### src/rtl/rv_rr_arbiter.sv
// rv_rr_arbiter
//   Request arbiter for warp/thread selection and shared-port muxing.
//   Picks one of NUM_REQS requesters per cycle with a combinational
//   request-to-grant path. MODE 0 is fixed priority (index 0 highest),
//   MODE 1 is round-robin. With LOCK_ENABLE = 1 a grant that the consumer
//   does not accept is held on the same requester until it fires or the
//   requester drops its request.
//
// Ports
//   clk           rising-edge clock for all state
//   reset         synchronous, active-high
//   requests      request vector, bit i = requester i
//   enable        consumer accepts the current grant (fire = grant_valid && enable)
//   grant_index   binary index of the granted requester (0 when nothing granted)
//   grant_onehot  one-hot grant, all-zero when grant_valid = 0
//   grant_valid   at least one request is granted
module rv_rr_arbiter #(
  parameter int NUM_REQS     = 8,
  parameter int LOCK_ENABLE  = 0,
  parameter int MODE         = 1,
  parameter int LOG_NUM_REQS = (NUM_REQS > 1) ? $clog2(NUM_REQS) : 1
) (
  input  logic                    clk,
  input  logic                    reset,
  input  logic [NUM_REQS-1:0]     requests,
  input  logic                    enable,
  output logic [LOG_NUM_REQS-1:0] grant_index,
  output logic [NUM_REQS-1:0]     grant_onehot,
  output logic                    grant_valid
);

  generate
    if (NUM_REQS == 1) begin : g_single
      // Single requester: pure pass-through, no state.
      logic unused_inputs;
      assign unused_inputs = ^{clk, reset, enable};

      assign grant_index  = '0;
      assign grant_onehot = requests;
      assign grant_valid  = requests[0];
    end else begin : g_multi
      logic [LOG_NUM_REQS-1:0] prio_ptr_q, prio_ptr_d;
      logic [LOG_NUM_REQS-1:0] lock_index_q, lock_index_d;
      logic                    lock_valid_q, lock_valid_d;

      logic [LOG_NUM_REQS-1:0] prio_ptr_eff;
      logic                    lock_valid_eff;
      logic                    lock_hit;
      logic [LOG_NUM_REQS-1:0] fp_idx;
      logic [LOG_NUM_REQS-1:0] rr_idx;
      logic                    rr_found;
      logic [LOG_NUM_REQS:0]   rr_sum;
      logic [LOG_NUM_REQS-1:0] rr_pos;
      logic                    fire;

      // While reset is high the outputs already behave as if state were
      // cleared, so the grant during reset follows index-0-first order.
      assign prio_ptr_eff   = reset ? '0 : prio_ptr_q;
      assign lock_valid_eff = reset ? 1'b0 : lock_valid_q;

      // A lock only applies while its requester is still asking.
      assign lock_hit = lock_valid_eff && requests[lock_index_q];

      always_comb begin
        fp_idx = '0;
        for (int i = NUM_REQS - 1; i >= 0; i--) begin
          if (requests[i]) fp_idx = LOG_NUM_REQS'(i);
        end
      end

      // Rotating scan from prio_ptr; the wrap is an explicit subtract so
      // non-power-of-two NUM_REQS works. ptr < N and i < N keeps the sum
      // below 2N, so a single subtract is enough.
      always_comb begin
        rr_idx   = '0;
        rr_found = 1'b0;
        rr_sum   = '0;
        rr_pos   = '0;
        for (int i = 0; i < NUM_REQS; i++) begin
          rr_sum = {1'b0, prio_ptr_eff} + (LOG_NUM_REQS+1)'(i);
          if (rr_sum >= (LOG_NUM_REQS+1)'(NUM_REQS)) begin
            rr_sum = rr_sum - (LOG_NUM_REQS+1)'(NUM_REQS);
          end
          rr_pos = rr_sum[LOG_NUM_REQS-1:0];
          if (!rr_found && requests[rr_pos]) begin
            rr_found = 1'b1;
            rr_idx   = rr_pos;
          end
        end
      end

      always_comb begin
        grant_valid = |requests;
        grant_index = '0;
        if (grant_valid) begin
          if (lock_hit)         grant_index = lock_index_q;
          else if (MODE == 1)   grant_index = rr_idx;
          else                  grant_index = fp_idx;
        end
        grant_onehot = '0;
        for (int i = 0; i < NUM_REQS; i++) begin
          grant_onehot[i] = grant_valid && (grant_index == LOG_NUM_REQS'(i));
        end
      end

      assign fire = grant_valid && enable;

      always_comb begin
        prio_ptr_d = prio_ptr_q;
        if (MODE == 1 && fire) begin
          prio_ptr_d = (grant_index == LOG_NUM_REQS'(NUM_REQS - 1)) ?
                       '0 : grant_index + LOG_NUM_REQS'(1);
        end

        // Lock is cleared by default: a fire, a dropped requester or an
        // idle cycle all release it unless the hold condition re-arms it.
        lock_valid_d = 1'b0;
        lock_index_d = lock_index_q;
        if (LOCK_ENABLE != 0 && grant_valid && !enable) begin
          lock_valid_d = 1'b1;
          lock_index_d = grant_index;
        end
      end

      always_ff @(posedge clk) begin
        if (reset) begin
          prio_ptr_q   <= '0;
          lock_valid_q <= 1'b0;
          lock_index_q <= '0;
        end else begin
          prio_ptr_q   <= prio_ptr_d;
          lock_valid_q <= lock_valid_d;
          lock_index_q <= lock_index_d;
        end
      end
    end
  endgenerate

endmodule

### config.mk
export PLATFORM = sky130hd
export DESIGN_NAME = rv_rr_arbiter
export DESIGN_NICKNAME = d
export VERILOG_FILES = /design/src/rtl/rv_rr_arbiter.sv
export SDC_FILE = /design/constraint.sdc
export NUM_CORES = 1
export LEC_CHECK = 0
export BUFFER_PORTS_ARGS = -buffer_cell sky130_fd_sc_hd__buf_2
export CORE_MARGIN = 2
export CORE_UTILIZATION = 61
export CTS_CLUSTER_DIAMETER = 150
export CTS_CLUSTER_SIZE = 30
export DETAILED_ROUTE_END_ITERATION = 12
export PLACE_DENSITY = 0.86
export REMOVE_ABC_BUFFERS = 1
export SETUP_SLACK_MARGIN = 0.15
export SLEW_MARGIN = 0
export SYNTH_ARGS = -nofsm -noshare
export SYNTH_HDL_FRONTEND = slang
export SYNTH_SLANG_ARGS = --single-unit
### constraint.sdc
create_clock -name clk -period 6.65 [get_ports clk]
set_input_delay 0.3325 -clock clk [delete_from_list [all_inputs] [get_ports clk]]
set_output_delay 0.3325 -clock clk [all_outputs]
set_load 0.02 [all_outputs]
# Yosys cells after proc, flatten, opt, wreduce, memory -nomap -nowiden
# Cells that the tools add are included.
word_totals:
  register_bits: 3
  output_inout_bits: 12
op_classes:
  n_addsub: 16
  magnitude_cmp: 16
  n_eq_ne: 7
  muxes: 42
  reduce_logical: 25
op_table:
  columns: ["op", "count"]
  rows:
  - ["two-way mux 3 bit", 19]
  - ["less-than comparator 3 x 4 -> 1 bit, second input constant", 8]
  - ["greater-or-equal comparator 4 bit, second input constant", 7]
  - ["binary-select mux 1 bit (select 3 bit)", 8]
  - ["subtractor 3 x 1 -> 3 bit, second input constant", 8]
  - ["adder 3 x 3 -> 4 bit, second input constant", 4]
  - ["logical AND 1 bit", 16]
  - ["two-way mux 1 bit", 15]
  - ["equality test 3 bit, second input constant", 4]
  - ["adder 3 x 2 -> 4 bit, second input constant", 2]
  - ["OR reduction 8 bit", 1]
  - ["zero test 1 bit", 7]
  - ["equality test 3 x 2 -> 1 bit, second input constant", 2]
  - ["adder 3 x 1 -> 4 bit, second input constant", 1]
  - ["greater-or-equal comparator 3 x 4 -> 1 bit, second input constant", 1]
  - ["adder 3 x 1 -> 3 bit, second input constant", 1]
  - ["equality test 3 x 1 -> 1 bit, second input constant", 1]
  - ["zero test 3 bit", 1]

# Depth between registers and ports, before layout
# Gate-level depths: netlist of the first run.
depth:
  depth_word: 30
  depth_mapped: 17

# Worst setup path after synthesis of the first run
# No wires, ideal clock.
synth_timing:
  path_type: "register to output"
  startpoint: "register g_multi.prio_ptr_q[1]"
  endpoint: "output grant_onehot[7]"
  t_arrival_ns: 3.612
  required_ns: 6.318
  setup_slack_ns: 2.706
  path_stages_with_launch: 16
  n_path_buf: 2
  cell_sequence: "dfxtp_1 -> buf_2 -> nor2b_1 -> clkbuf_1 -> clkinv_1 -> ha_1 -> inv_1 -> mux4_2 -> nand2b_1 -> a211oi_1 -> a21oi_1 -> a211oi_1 -> o22ai_1 -> ha_1 -> ha_1 -> and2_1"
synth_via:
  elab_chain_len: 30
  word_cells_on_any_way: 80
  cone_classes: "add/sub (15); order compare (8); eq/ne (1); mux (41); reduce/logical (15)"
synth_rtl:
  columns: ["item", "line", "source"]
  rows:
  - ["from (decl)", "42", "logic [LOG_NUM_REQS-1:0] prio_ptr_q, prio_ptr_d;"]
  - ["from (signal assigned)", "131", "prio_ptr_q <= prio_ptr_d;"]
  - ["two-way mux 3 bit (*)", "58", "assign prio_ptr_eff = reset ? '0 : prio_ptr_q;"]
  - ["parallel branches: the longest is 25 deep, another holds adder 3 x 1 -> 4 bit", null, null]
  - ["two-way mux 3 bit (*)", "85", "if (!rr_found && requests[rr_pos]) begin"]
  - ["two-way mux 3 bit (*)", "95", "if (grant_valid) begin"]
  - ["net grant_index[1]", "27", "output logic [LOG_NUM_REQS-1:0] grant_index,"]
  - ["equality test 3 bit (*)", "102", "grant_onehot[i] = grant_valid && (grant_index == LOG_NUM_REQS'(i));"]
  - ["logical AND 1 bit (*)", "102", null]
  - ["to (decl)", "28", "output logic [NUM_REQS-1:0] grant_onehot,"]
# Mark *: on every way through the listed nets, which the timed path passes. The select of a mux whose other input is x is not followed.

# Worst setup path after layout of the first run
layout_timing:
  startpoint: "register g_multi.prio_ptr_q[0]"
  endpoint: "output grant_onehot[7]"
layout_via:
  elab_chain_len: 30
  word_cells_on_any_way: 80
  cone_classes: "add/sub (15); order compare (8); eq/ne (1); mux (41); reduce/logical (15)"
layout_rtl:
  columns: ["item", "line"]
  rows:
  - ["two-way mux 3 bit (*)", "58"]
  - ["parallel branches: the longest is 25 deep, another holds adder 3 x 1 -> 4 bit", null]
  - ["two-way mux 3 bit (*)", "85"]
  - ["two-way mux 3 bit (*)", "95"]
  - ["equality test 3 bit (*)", "102"]
  - ["logical AND 1 bit (*)", "102"]
# Every way passes the cells marked *. The select of a mux whose other input is x is not followed.

==> results of run 1 <==
[logic make-up (layout without fill, tap and decap cells)]
family | Yosys count | after routing
AND/OR/NAND/NOR | 67 | 67
AO/OA/AOI/OAI | 46 | 46
multiplexers | 22 | 22
buffers and inverters | 16 | 33
adder cells (fa/ha/maj) | 7 | 7
XOR/XNOR | 4 | 4
flip-flops | 3 | 3
[power by group through the flow]
stage	Sequential, W	Combinational, W	Clock [W]
final	0.0000364	0.000356	0.0000306
after global routing	0.0000388	0.000388	0.0000322
after CTS	0.0000363	0.000353	0.0000316
after detailed placement	0.0000366	0.000348	0
after global placement	0.0000356	0.000344	0
after floorplan	0.0000328	0.000265	0
[routing by layer]
metal	part of all wire, %	wire length [µm]	vias to the layer above	global-route usage, %
met3	9.3	348	20	7.018
met5	0	0	-	0
met2	48	1803	91	54.11
li1	-	-	674	-
met4	3.2	121	0	12.61
met1	39	1468	646	41.16
[worst max-delay path by stage]
| stage | from | endpoint | slack [ns] | cells past startpoint |
|---|---|---|---|---|
| floorplan | g_multi.prio_ptr_q[1]$_SDFFE_PP0P_ | grant_onehot[7] | 2.28 | 13 |
| global placement | g_multi.prio_ptr_q[0]$_SDFFE_PP0P_ | grant_onehot[7] | 2.31 | 14 |
| detailed placement | g_multi.prio_ptr_q[0]$_SDFFE_PP0P_ | grant_onehot[7] | 2.15 | 14 |
| CTS | g_multi.prio_ptr_q[0]$_SDFFE_PP0P_ | grant_onehot[7] | 1.88 | 14 |
| global route | g_multi.prio_ptr_q[0]$_SDFFE_PP0P_ | grant_onehot[7] | 1.42 | 14 |
| finish | g_multi.prio_ptr_q[0]$_SDFFE_PP0P_ | grant_onehot[7] | 1.86 | 14 |
[stage by stage]
stage | power [W] | util (%)
after CTS | 0.0004209 | 67.91
after floorplan | 0.0002979 | -
after global placement | 0.0003799 | 66.69
after global routing | 0.0004588 | 67.91
final | 0.0004231 | 67.91
after detailed placement | 0.0003845 | 66.69
[critical path, cell delays in order (launching register included)]
cell	delay [ns]
sky130_fd_sc_hd__dfxtp_1	0.61
sky130_fd_sc_hd__nor2b_2	0.72
sky130_fd_sc_hd__inv_6	0.12
sky130_fd_sc_hd__ha_1	0.40
sky130_fd_sc_hd__inv_1	0.14
sky130_fd_sc_hd__mux4_2	0.55
sky130_fd_sc_hd__nand2b_1	0.16
sky130_fd_sc_hd__a211oi_1	0.26
sky130_fd_sc_hd__a21oi_1	0.07
sky130_fd_sc_hd__a211oi_1	0.30
sky130_fd_sc_hd__o22ai_1	0.19
sky130_fd_sc_hd__ha_1	0.24
sky130_fd_sc_hd__ha_1	0.19
sky130_fd_sc_hd__and2_1	0.13
sky130_fd_sc_hd__buf_2	0.15
[synthesized netlist by cell type (6+ instances only)]
| library cell | n | share of area, % |
|---|---|---|
| sky130_fd_sc_hd__o21ai_0 | 7 | 2.6 |
| sky130_fd_sc_hd__mux4_2 | 6 | 10 |
| sky130_fd_sc_hd__mux2i_1 | 10 | 7.4 |
| sky130_fd_sc_hd__nor2b_1 | 8 | 3.7 |
| sky130_fd_sc_hd__a211oi_1 | 6 | 3.3 |
| sky130_fd_sc_hd__ha_1 | 7 | 6.5 |
| sky130_fd_sc_hd__a21oi_1 | 9 | 3.3 |
| sky130_fd_sc_hd__nor2_1 | 11 | 3.1 |
| sky130_fd_sc_hd__nor3_1 | 7 | 2.6 |
| sky130_fd_sc_hd__nand2_1 | 12 | 3.3 |
[final cells by class]
| cell class | instances | area, µm² | share of cell area [%] |
|---|---|---|---|
| Inverter | 6 | 27.53 | 1.887 |
| Timing Repair Buffer | 23 | 117.6 | 8.062 |
| Tap cell | 28 | 35.03 | 2.401 |
| Multi-Input combinational cell | 146 | 1192 | 81.73 |
| Sequential cell | 3 | 60.06 | 4.117 |
| Clock buffer | 4 | 26.28 | 1.801 |
==> metrics.sh, run 1 <==
MAX_FCLK_MHz=208.7
GRT_PASS1_WL_UM=6534
P_INT_W=0.0001934
START_UTIL_PCT=62.84
TRITONCTS.NUM_BUFFERS=3
ROUTE.VIAS.TOTAL=1431
PLACE.DETAILED.INSTANCES=206
MOSTFREQUENTLAYOUTCELL='sky130_fd_sc_hd__buf_2'
P_SEQ_SHARE_PCT=8.6
AREA_DELTA_SYNTH_FINAL_PCT=8.063
YS_FF_LATCH=3
COREAREA_UM2=2148
SYNTH-COMPOUND-AREA-SHARE_PCT=25.95
PROPORTION_OF_TOTAL_POWER_DUE_TO_NET_SWITCHING_PCT=54.29
SYNTH.DISTINCT_CELLS=59
TRITONCTS_CLOCK_TREE='yes'
WORST_SLACK_NS=1.858
TOP_FLOP_REGS='g_multi.prio_ptr_q: 3 flops'
CLOCKROOTBUFFER='sky130_fd_sc_hd__clkbuf_4'
DPL_WORST_SLACK_NS=2.145
SETUP_BUFS_POST_CTS=0
RSZ0062_AT_GRT='no'
DETAILEDROUTE.FIRSTPASSITERATIONCOUNT=5
ASYNCSETRESETFLOPFRACSYNTH_PCT=0
SYNTH-ADDER-AREA-SHARE_PCT=6.487
YOSYSWARNINGCOUNT=0
POWERDENSITY_nW_PER_UM2=290.0
REMAINING_DRC_ERRORS=0
POST_DP_CELL_AREA_UM2=1433
TIMING_WORST_SLEW_PIN_VALUE_NS=0.7400
WIRELENGTH_UM=3743
DIE_Y_UM=51.05
FIN_WORST_HOLD_SLACK_NS=0.3514
POSTSYNTHCELLCOUNT=165
COUNT_OF_INPUT_AND_OUTPUT_BUFFERS=22
DETAIL_ROUTE.VIAS_PER_CELL=6.814
HOLD_PATH_STARTPOINT='enable'
GP_ROUTABILITY_CONGESTION=1.031
POST_SYNTH.CELL_AREA_AVG_UM2=8.182
DIE_WIDTH_UM=51.05
SYNTH_EDF_COUNT=0
NETLIST_AREA_PRE_PLACE_UM2=1350
GRT_ANTENNA_BEFORE_REPAIR=0
N_ANTENNA_CELL=0
CRITICAL_PATH.STARTPOINT_TYPE='flip-flop'
WORSTHOLDPATHTYPE='in2reg'
DRIVE_ABOVE_1_SHARE_PCT=25.82
TOTAL_SWITCHING_POWER_W=0.0002297
MAXCAPVIOLATIONS=0
CTS_MAX_LEVEL=1
LARGEST_BUFFER_COUNT_ON_ANY_CLOCK_PATH=2
WORST_R2R_STARTPOINT='g_multi.prio_ptr_q[0]$_SDFFE_PP0P_'
CLK_PIN_SLEW_NS=0.04
POST_CTS_RESIZED=0
REGMOSTFLOPS='g_multi.prio_ptr_q'
COUNT_OF_ANTENNA_VIOLATING_NETS_LEFT_AFTER_DETAILED_ROUTING=0
LARGEST_FAMILY_OF_LOGIC_CELLS_BY_SYNTHESIZED_AREA='simple AND/OR/NAND/NOR gates'
COMB_POWER_SHARE_PCT=84.2
DOMINANTREGCELLSYNTH='sky130_fd_sc_hd__dfxtp_1'
PIN_COUNT_OF_THE_BIGGEST_NET_ENTERING_GLOBAL_ROUTING=20
CRIT_FANOUT=15
GRT_OVERFLOW_TOTAL=0
CTS.HOLD.BUFFERS_ADDED=0
SLEW_HEADROOM_PCT=50.45
FINALHOLDVIOLCOUNT=0
NUM_IO_PINS=23
SYNTH_XOR_XNOR_AREA_SHARE_PCT=2.595
DETAIL_ROUTE.WL_PER_CELL_UM=17.82
REG2REG_TO='g_multi.prio_ptr_q[1]$_SDFFE_PP0P_'
DESIGN.DIE.AREA_UM2=2606
FINAL.MIN_CLOCK_PERIOD_NS=4.792
NUM-FILL-CELLS=182
MOST_FREQUENT_CELLS_IN_THE_LAYOUT='sky130_fd_sc_hd__buf_2 (22), sky130_fd_sc_hd__nand2_1 (12), sky130_fd_sc_hd__nor2_1 (11)'
STATUS='finished, final reports clean'
WORSTSETUPPATHTYPE='reg2out'
SEQ_AREA_FRAC_SYNTH_PCT=4.449
CRITICAL_PATH.ENDPOINT_TYPE='primary output'
FIRST_ITER_VIOLATIONS=66
P_LEAK_nW=0.5770
SYNTH.AREA.MUX_SHARE_PCT=23.45
CTS_SINKS=3
FIN_SETUP_TNS_NS=0
POST-ROUTE-PERIOD-UTIL_PCT=72.07
DPL.HPWL_UM=2847
SETUP_VIOLATIONS=0
MAXSLEWVIOLCOUNT=0
SYNTH_SIMPLE_GATE_AREA_SHARE_PCT=29.84
GRT_USAGE_PCT=32.68
LARGEST_REGISTER_FF_COUNT=3
MIN_PATH_CELLS=2
FF2FF_PATH_DEPTH=15
FINAL_NETS=201
FINALINSTANCEAREA_UM2=1459
FINAL-INSTANCE-COUNT-EXCL-FILL=210
WORST_EP_REQUIRED_TIME_NS=6.32
REG2REG_SLACK_NS=2.10
CORE.ROWCOUNT=17
FRACTION_OF_POWER_CONSUMED_BY_THE_CLOCK_NETWORK_PCT=7.2
WHS_ENDPOINT='g_multi.prio_ptr_q[0]$_SDFFE_PP0P_'
ARRIVAL_NS=4.46
FIRST_GLOBAL_VIAS=1408
TIMING.CLOCK.SKEW_NS=0.004331
VDD.IR_DROP.WORST_uV=222.2
INSERTION_DELAY_NS=0.23
No activity file was read; power rests on OpenSTA's default activity.
==> run 2: changes to the inputs <==
--- a/config.mk
+++ b/config.mk
@@ -7,11 +7,11 @@
 export LEC_CHECK = 0
 export BUFFER_PORTS_ARGS = -buffer_cell sky130_fd_sc_hd__buf_2
 export CORE_MARGIN = 2
-export CORE_UTILIZATION = 61
+export CORE_UTILIZATION = 57
 export CTS_CLUSTER_DIAMETER = 150
 export CTS_CLUSTER_SIZE = 30
 export DETAILED_ROUTE_END_ITERATION = 12
-export PLACE_DENSITY = 0.86
+export PLACE_DENSITY = 0.81
 export REMOVE_ABC_BUFFERS = 1
 export SETUP_SLACK_MARGIN = 0.15
 export SLEW_MARGIN = 0
==> constraint.sdc (replaced) <==
create_clock -name clk -period 4.9 [get_ports clk]
set_input_delay 0.245 -clock clk [delete_from_list [all_inputs] [get_ports clk]]
set_output_delay 0.245 -clock clk [all_outputs]
set_load 0.02 [all_outputs]
==> run 2 against run 1 <==
Routed wire length shrank 1.2%. Design area increased by 0.69%. Hold slack worse by 0.11 ns. Non-clock buffer count grew 1. Register-to-register slack got worse by 1.3 ns. Cell count up 0.48%. Flip-flop and latch count is the same.
==> metrics.sh, run 2 (same netlist as run 1, synthesis figures left out) <==
STATUS='finished, final reports clean'
MOST_FREQUENT_CELLS_IN_THE_LAYOUT='sky130_fd_sc_hd__buf_2 (22), sky130_fd_sc_hd__nand2_1 (12), sky130_fd_sc_hd__nor2_1 (11)'
WIRELENGTH_UM=3698
MET1_USAGE_PCT=40.38
SETUP_BUFS_POST_CTS=0
SLEW_HEADROOM_PCT=67.91
NUM_IO_PINS=23
CRITICAL_PATH.STARTPOINT_TYPE='flip-flop'
TRITONCTS_CLOCK_TREE='yes'
WORST_EP_REQUIRED_TIME_NS=4.66
CPPEAKSTAGEDELAY_NS=0.56
INSERTION_DELAY_NS=0.24
CRITICAL_PATH.ENDPOINT_TYPE='primary output'
COUNT_OF_INPUT_AND_OUTPUT_BUFFERS=22
DIE_WIDTH_UM=52.67
WORSTSETUPPATHDEPTH=14
MAX_FCLK_MHz=224.8
AREA_DELTA_SYNTH_FINAL_PCT=8.805
DIE_Y_UM=52.67
DETAIL_ROUTE.VIAS_PER_CELL=6.682
TOTAL_POWER_W=0.0005754
GRT_USAGE_PCT=28.70
DRIVE_ABOVE_1_SHARE_PCT=26.78
REGMOSTFLOPS='g_multi.prio_ptr_q'
GRT_OVERFLOW_TOTAL=0
DETAILEDROUTE.FIRSTPASSITERATIONCOUNT=4
PIN_COUNT_OF_THE_BIGGEST_NET_ENTERING_GLOBAL_ROUTING=20
TOP_FLOP_REGS='g_multi.prio_ptr_q: 3 flops'
CTS_MAX_LEVEL=1
COUNT_OF_ANTENNA_VIOLATING_NETS_LEFT_AFTER_DETAILED_ROUTING=0
GLOBAL_ROUTE_LAYER_WITH_THE_GREATEST_USAGE='met2'
TIMING.CRITICAL_PATH.CELLS='nor2b_2 -> clkinv_1 -> ha_1 -> inv_1 -> mux4_2 -> nand2b_1 -> a211oi_1 -> a21oi_1 -> a211oi_1 -> o22ai_1 -> ha_1 -> ha_1 -> and2_1 -> buf_2'
CTS.HOLD.BUFFERS_ADDED=0
ROUTE.VIAS.TOTAL=1410
TIMING.CLOCK.SKEW_NS=0.0009463
CTS_SINKS=3
DPL.HPWL_UM=2874
TRITONCTS.NUM_BUFFERS=3
REMAINING_DRC_ERRORS=0
START_UTIL_PCT=60.45
GRT_ANTENNA_BEFORE_REPAIR=0
MAXSLEWVIOLCOUNT=0
LARGEST_REGISTER_FF_COUNT=3
MIN_PATH_CELLS=2
TIMING_WORST_SLEW_PIN_VALUE_NS=0.4782
CRIT_FANOUT=11
COREAREA_UM2=2233
FINAL_NETS=202
POST_CTS_RESIZED=0
DESIGN.DIE.AREA_UM2=2774
FINALINSTANCEAREA_UM2=1469
FINALHOLDVIOLCOUNT=0
LARGEST_BUFFER_COUNT_ON_ANY_CLOCK_PATH=2
RSZ0062_AT_GRT='no'
WORSTSETUPPATHTYPE='reg2out'
P_LEAK_nW=0.5825
VDD.IR_DROP.WORST_uV=371.0
POST-ROUTE-PERIOD-UTIL_PCT=90.77
WORSTHOLDPATHTYPE='in2reg'
CPLARGESTDELAYFAMILY='adder cells'
GRT_PASS1_WL_UM=5844
GP_ROUTABILITY_CONGESTION=0.9701
MAXCAPVIOLATIONS=0
POWERDENSITY_nW_PER_UM2=391.7
FIRST_GLOBAL_VIAS=1245
CLOCKROOTBUFFER='sky130_fd_sc_hd__clkbuf_4'
CP_NUM_BUF_INV=3
GRT_UTIL_MET3_PCT=4.571
FF2FF_PATH_DEPTH=15
CLK_PIN_SLEW_NS=0.04
FIRST_ITER_VIOLATIONS=48
N_ANTENNA_CELL=0
DETAIL_ROUTE.WL_PER_CELL_UM=17.53
POST_DP_CELL_AREA_UM2=1440
FIN_SETUP_TNS_NS=0
CP_COMMON_CELL='sky130_fd_sc_hd__ha_1'
CRITICAL_PATH.SLOWEST_CELL='sky130_fd_sc_hd__mux4_2'
CORE.ROWCOUNT=17
SETUP_VIOLATIONS=0
ARRIVAL_NS=4.20
GLOBALROUTEMET2UTIL_PCT=45.42
FINAL.MIN_CLOCK_PERIOD_NS=4.448
MOSTFREQUENTLAYOUTCELL='sky130_fd_sc_hd__buf_2'
[run 2: cell types whose count changed in the layout (fill, tap and decap cells not counted), sizes merged]
cell  previous run  this run
buf             23        24
[run 2: final timing paths]
path	slack, ns	end	from
worst max-delay path	0.45	grant_onehot[7]	g_multi.prio_ptr_q[1]$_SDFFE_PP0P_
worst min-delay path	0.24	g_multi.prio_ptr_q[0]$_SDFFE_PP0P_	enable
worst max register to register	0.76	g_multi.prio_ptr_q[1]$_SDFFE_PP0P_	g_multi.prio_ptr_q[1]$_SDFFE_PP0P_
worst min register to register	0.66	g_multi.prio_ptr_q[2]$_SDFFE_PP0P_	g_multi.prio_ptr_q[2]$_SDFFE_PP0P_
[run 2: final cells by class]
cell class                 instances  area, µm²
sequential                         3      60.06
multi-input combinational        146       1195
fill                             211      764.5
timing repair buffer              24      125.1
tap                               28      35.03
inverter                           6      27.53
clock buffer                       4      26.28
[run 2: through the flow]
step                hold slack (ns)  setup WS [ns]  std cells  util, %
floorplan                    0.3129         0.6152        155        -
global placement             0.4813         0.7577        207    64.48
detailed placement           0.4878         0.6077        207    64.48
CTS                          0.2362         0.3121        211    65.66
global route                 0.2467         0.1709        211    65.77
finish                       0.2422         0.4524        211    65.77
[run 2: where the power goes]
group	leakage [nW]	total, W	switching [W]	internal, W
logic	0.543	0.000481	0.000279	0.000202
clock network	0.0150	0.0000443	0.0000138	0.0000306
registers	0.0247	0.0000498	0.0000186	0.0000312
total	0.582	0.000575	0.000311	0.000264
[run 2: routing by layer]
layer	vias to the layer above	wire, µm	part of all wire (%)
met1	662	1583	43
met2	64	1757	48
met4	0	44	1.2
li1	676	-	-
met5	-	0	0
met3	8	312	8.4
